### src/rtl/mem_fill_responder.sv
// Memory-side responder: arbitrates icache/dcache fills and dcache write-through onto one pipelined memory.
// Define MEM_FILL_WRAP_EN for critical-word-first wrap fills; otherwise every burst starts at word 0.
module mem_fill_responder #(
    parameter int WORDS = 8,
    parameter int AW    = 16,
    parameter int DW    = 16
) (
    input  logic                       clk,
    input  logic                       rst,
    input  logic                       i_req,
    input  logic [AW-1:0]              i_addr,
    output logic                       i_busy,
    output logic                       i_valid,
    output logic [$clog2(WORDS)-1:0]   i_word,
    output logic [DW-1:0]              i_data,
    output logic                       i_done,
    input  logic                       d_req,
    input  logic                       d_wr,
    input  logic [AW-1:0]              d_addr,
    input  logic [DW-1:0]              d_wdata,
    output logic                       d_busy,
    output logic                       d_valid,
    output logic [$clog2(WORDS)-1:0]   d_word,
    output logic [DW-1:0]              d_data,
    output logic                       d_done,
    output logic                       d_wr_ack,
    output logic [AW-1:0]              mem_addr,
    output logic                       mem_en,
    output logic                       mem_wr,
    output logic [DW-1:0]              mem_din,
    input  logic [DW-1:0]              mem_dout,
    input  logic                       mem_valid
);

    localparam int WL  = $clog2(WORDS);
    localparam int OFF = WL + 1;
    localparam int BW  = AW - OFF;
    localparam logic [WL-1:0] LAST = WL'(WORDS - 1);
    localparam logic [WL-1:0] ONE  = WL'(1);

    typedef enum logic [1:0] {IDLE, WRITE, ISSUE, DRAIN} state_t;
    typedef enum logic [1:0] {OWN_NONE, OWN_I, OWN_D} owner_t;

    state_t          state_q, state_d;
    owner_t          owner_q, owner_d;
    logic [WL-1:0]   iss_cnt_q, iss_cnt_d;
    logic [WL-1:0]   rcv_cnt_q, rcv_cnt_d;
    logic [WL-1:0]   iss_num_q, iss_num_d;
    logic [WL-1:0]   rcv_num_q, rcv_num_d;
    logic [BW-1:0]   base_q, base_d;
    logic [AW-2:0]   wr_addr_q, wr_addr_d;
    logic [DW-1:0]   wr_data_q, wr_data_d;

    logic [AW-1:0]   req_addr;
    logic [WL-1:0]   start_word;
    logic            in_burst;
    logic            ret;
    logic            last_ret;
    logic            unused_addr_bits;

    assign req_addr = d_req ? d_addr : i_addr;
`ifdef MEM_FILL_WRAP_EN
    assign start_word = req_addr[OFF-1:1];
`else
    assign start_word = '0;
`endif
    assign unused_addr_bits = ^req_addr[OFF-1:0];

    // Returns are counted, not timed, so any fixed memory latency works.
    assign in_burst = (state_q == ISSUE) || (state_q == DRAIN);
    assign ret      = in_burst && mem_valid;
    assign last_ret = ret && (rcv_num_q == LAST);

    always_comb begin
        state_d   = state_q;
        owner_d   = owner_q;
        iss_cnt_d = iss_cnt_q;
        rcv_cnt_d = rcv_cnt_q;
        iss_num_d = iss_num_q;
        rcv_num_d = rcv_num_q;
        base_d    = base_q;
        wr_addr_d = wr_addr_q;
        wr_data_d = wr_data_q;
        case (state_q)
            IDLE: begin
                if (d_req && d_wr) begin
                    state_d   = WRITE;
                    wr_addr_d = d_addr[AW-1:1];
                    wr_data_d = d_wdata;
                end else if (d_req || i_req) begin
                    state_d   = ISSUE;
                    owner_d   = d_req ? OWN_D : OWN_I;
                    base_d    = req_addr[AW-1:OFF];
                    iss_cnt_d = start_word;
                    rcv_cnt_d = start_word;
                    iss_num_d = '0;
                    rcv_num_d = '0;
                end
            end
            WRITE: state_d = IDLE;
            ISSUE: begin
                iss_cnt_d = iss_cnt_q + ONE;
                iss_num_d = iss_num_q + ONE;
                if (iss_num_q == LAST) state_d = DRAIN;
            end
            default: ;
        endcase
        if (ret) begin
            rcv_cnt_d = rcv_cnt_q + ONE;
            rcv_num_d = rcv_num_q + ONE;
            if (last_ret) begin
                state_d = IDLE;
                owner_d = OWN_NONE;
            end
        end
    end

    always_ff @(posedge clk) begin
        if (rst) begin
            state_q   <= IDLE;
            owner_q   <= OWN_NONE;
            iss_cnt_q <= '0;
            rcv_cnt_q <= '0;
            iss_num_q <= '0;
            rcv_num_q <= '0;
        end else begin
            state_q   <= state_d;
            owner_q   <= owner_d;
            iss_cnt_q <= iss_cnt_d;
            rcv_cnt_q <= rcv_cnt_d;
            iss_num_q <= iss_num_d;
            rcv_num_q <= rcv_num_d;
        end
    end

    always_ff @(posedge clk) begin
        base_q    <= base_d;
        wr_addr_q <= wr_addr_d;
        wr_data_q <= wr_data_d;
    end

    // Outputs are forced quiet while rst is high so an aborted burst emits nothing.
    always_comb begin
        i_busy   = 1'b0;
        i_valid  = 1'b0;
        i_word   = '0;
        i_data   = '0;
        i_done   = 1'b0;
        d_busy   = 1'b0;
        d_valid  = 1'b0;
        d_word   = '0;
        d_data   = '0;
        d_done   = 1'b0;
        d_wr_ack = 1'b0;
        mem_addr = '0;
        mem_en   = 1'b0;
        mem_wr   = 1'b0;
        mem_din  = '0;
        if (!rst) begin
            if (state_q == WRITE) begin
                mem_en   = 1'b1;
                mem_wr   = 1'b1;
                mem_addr = {wr_addr_q, 1'b0};
                mem_din  = wr_data_q;
                d_wr_ack = 1'b1;
            end
            if (state_q == ISSUE) begin
                mem_en   = 1'b1;
                mem_addr = {base_q, iss_cnt_q, 1'b0};
            end
            if (in_burst && owner_q == OWN_I) begin
                i_busy  = 1'b1;
                i_valid = ret;
                i_word  = ret ? rcv_cnt_q : '0;
                i_data  = ret ? mem_dout : '0;
                i_done  = last_ret;
            end
            if (in_burst && owner_q == OWN_D) begin
                d_busy  = 1'b1;
                d_valid = ret;
                d_word  = ret ? rcv_cnt_q : '0;
                d_data  = ret ? mem_dout : '0;
                d_done  = last_ret;
            end
        end
    end

endmodule

### config.mk
export PLATFORM = sky130hd
export DESIGN_NAME = mem_fill_responder
export DESIGN_NICKNAME = d
export VERILOG_FILES = /design/src/rtl/mem_fill_responder.sv
export SDC_FILE = /design/constraint.sdc
export NUM_CORES = 1
export LEC_CHECK = 0
export ABC_AREA = 1
export CORE_ASPECT_RATIO = 1.1
export CORE_UTILIZATION = 42
export CTS_BUF_LIST = sky130_fd_sc_hd__clkbuf_2
export DETAILED_ROUTE_END_ITERATION = 10
export PLACE_DENSITY = 0.83
export SYNTH_ARGS = -nofsm -noshare
export SYNTH_HDL_FRONTEND = slang
export SYNTH_SLANG_ARGS = --single-unit
### constraint.sdc
create_clock -name clk -period 2.2 [get_ports clk]
set_clock_uncertainty 0.15 [all_clocks]
set_input_delay 0.55 -clock clk [delete_from_list [all_inputs] [get_ports clk]]
set_output_delay 0.55 -clock clk [all_outputs]
set_load 0.005 [all_outputs]
==> impl_results.md <==
* Min-delay src: rcv_cnt_q[0]
* Worst R2R End: rcv_cnt_q[1]
* Number of H-tree levels at 3
* Final Cell Area at 5420 um^2
* Synth Cell Area at 3030 um^2
* Worst-path fanout max at 5
* GPL Wtd Cong at 0.882
* Total GRT Usage at 25.3%
* Min Tclk post-route at 2.63 ns
* Routed vias/inst at 5.08
* Core area at 7010 um^2
* # nets final at 656
* Final Cycle Share at 119%
* Status: complete, but fails checks
* Syn avg cell area at 8.18 um^2
* Lkg Pwr at 2.49 nW
* Dpl cell area at 4700 um^2
* Num CTS Buffers at 9
* Largest net degree at the start of global routing at 32
* Post-synth cell types at 23
* Io pins at 149
* Util after Layout at 77.4%
* Clk Latency, worst-skew pair at 0.47 ns
* Tot Pwr at 0.00295 W
* Pre-CTS WS at -0.775 ns
* R2R Setup Slk at 0.23 ns
* Worst Hold End: rcv_cnt_q[0]
* Hold crit path type: reg -> reg
* CP dominant cell by count: buf_6
* Path depth of the worst reg2reg path at 13
* WL final at 10.4 mm
* Worst VDD drop at 0.399 mV
* Drt first-iter violations at 191
* Failing checks: negative setup slack
* Vias at 3371
* CP cell instances: inv_4, ha_4, nor2_4, nor4_4, nand2_2, buf_6, buf_6, nor2_2, buf_2
* Final hold vios at 0
* CP Capture Type: primary output
* Post-route ant nets at 0
* Vias in the first global route at 3319
* Die Ht at 91.0 um
* Hold path depth at 2
* Synthesis-to-layout area growth at 79.1%
* Required @ worst endpoint at 1.50 ns
* PnR worst setup slack at -0.429 ns
* Remaining DRCs at 0
* Seq/Total Area, Yosys at 53.2%
* Global route overflow at 0
* Root buf cell: clkbuf_2
* DP Wirelength at 6.14 mm
* Setup Total Neg Slack at -22.42 ns
* Setup violations, final at 78
* Worst setup path class: reg -> out
* CP startpoint kind: flip-flop
* Max incr delay on CP at 0.40 ns
* CP Data Arrival Time at 1.93 ns
* DIE WIDTH at 82.9 um
* Std cell rows at 32
* Synthesized flop and latch total at 59
* Cell family with most CP delay: buffers and inverters
* Register clock-pin slew on the reported worst setup and hold paths at 0.16 ns
* Mapped Cells at 370
* Critical path's slowest cell: dfxtp_4
* Global-route wire length before repair at 15.3 mm
* R2r startpoint: state_q[0]
* RSZ-0062 raised after global routing: true
* Drt pass-1 iters at 4
* CTS max path bufs at 2
* Mapped Nets at 452
* Ant. Diodes at 0
* Die area at 7550 um^2
* Yosys warns at 0
* Initial antenna violation count at 0
* TritonCTS clock tree: done
* Slew Limit Fails at 0
* Post-CTS Hold Fix Bufs at 0
* Port-buffer cells at 142
* Initial core utilization at 43.2%
* CTS Sinks at 59
* Drt wl/cell at 15.7 um
* Pwr/cell area at 544 nW/um^2
* Peak Freq at 380 MHz
* Maxcap violations at 0
* Layout cells sized above 1 at 47.0%
* Crit path buffers/inverters at 4
repair_timing:
item	in CTS	in global routing
setup endpoints to repair	78	78
gates resized for setup	349	155
endpoints found under the hold margin	0	0
cloned	6	2
buffers inserted	24	19
pin swaps	30	29
cell usage in the layout (no fill, tap or decap), drive strengths merged:
cell,n
a22oi,3
clkinv,3
xnor2,1
nand3,13
ha,12
inv,40
buf,142
nor2,85
clkdlybuf4s50,63
edfxtp,43
nor4,1
nor3,2
a31oi,1
a21oi,27
o21ai,22
dfxtp,16
nand3b,1
nand2,82
conb,1
bufinv,1
clkbuf,19
dlygate4sd2,1
flip-flops by register name (all words and copies together), names as in the netlist:
name	count
state_q	2
iss_cnt_q	3
wr_addr_q	15
wr_data_q	16
iss_num_q	3
base_q	12
rcv_cnt_q	3
owner_q	2
rcv_num_q	3
cell families (layout without fill, tap and decap cells):
| kind of cell | Yosys count | count (layout) | synth area share (%) |
|---|---|---|---|
| buffers and inverters | 60 | 269 | 8.02 |
| adders and majority gates | 12 | 12 | 4.96 |
| other | 1 | 1 | 0.124 |
| and+or+nand+nor | 184 | 184 | 24.3 |
| xor gates and xnor gates | 1 | 1 | 0.289 |
| DFF | 59 | 59 | 53.2 |
| AOI/OAI and AO/OA | 53 | 53 | 9.05 |
worst reg2reg max path, delay by kind of cell (launching register included):
kind            cells  cell delay, ns
flops               1            0.42
simple gates        5            0.44
buf+inv             6            0.62
compound gates      1            0.13
fa+ha+maj           1            0.17
worst max-delay path by stage:
stage	start	endpoint	slack, ns	cells past startpoint
after floorplan	state_q[0]	d_data[0]	0.08	7
after global placement	rst	i_data[5]	-0.75	6
after detailed placement	rst	d_data[11]	-0.77	8
after CTS	state_q[0]	i_data[5]	-0.43	9
after global routing	state_q[0]	i_data[8]	-0.52	9
final	state_q[0]	i_data[8]	-0.43	9
routing by layer:
metal  global-route usage (%)  part of all wire (%)  up-vias
li1                         -                     -     1599
met2                     47.3                    55      175
met3                     5.45                   7.8       15
met5                        0                     0        -
met4                     8.19                   1.5        0
met1                     28.2                    36     1582
power breakdown:
part | internal [W] | switching (W) | leakage, nW
clock network | 0.000269 | 0.000378 | 0.0710
logic | 0.000473 | 0.000470 | 1.89
registers | 0.00130 | 0.0000579 | 0.535
total | 0.00204 | 0.000907 | 2.49
Yosys cell counts (all sizes together):
library cell / instances / area [um^2]
o21ai: 22 / 110
edfxtp: 43 / 1290
clkbuf: 11 / 41.3
nor3: 2 / 10.0
xnor2: 1 / 8.76
ha: 12 / 150
a22oi: 3 / 22.5
nor4: 1 / 21.3
dfxtp: 16 / 320
buf: 9 / 51.3
a21oi: 27 / 135
conb: 1 / 3.75
nand2: 82 / 308
a31oi: 1 / 6.26
inv: 40 / 150
nand3b: 1 / 7.51
nand3: 13 / 70.1
nor2: 85 / 319
stage by stage:
step,cells,hold WS (ns)
finish,664,0.347
global route,664,0.377
CTS,647,0.340
detailed placement,606,0.321
global placement,606,0.303
floorplan,370,0.295
final cells by class:
cell class	count	area, um^2
clock inverters	4	42.5
well taps	85	106
fillers	478	1590
clock buffers	12	60.1
multi-input cells	251	1610
inverters	40	158
repair buffers	213	1820
flip-flops and latches	59	1620
No activity file was read; power rests on OpenSTA's default activity.
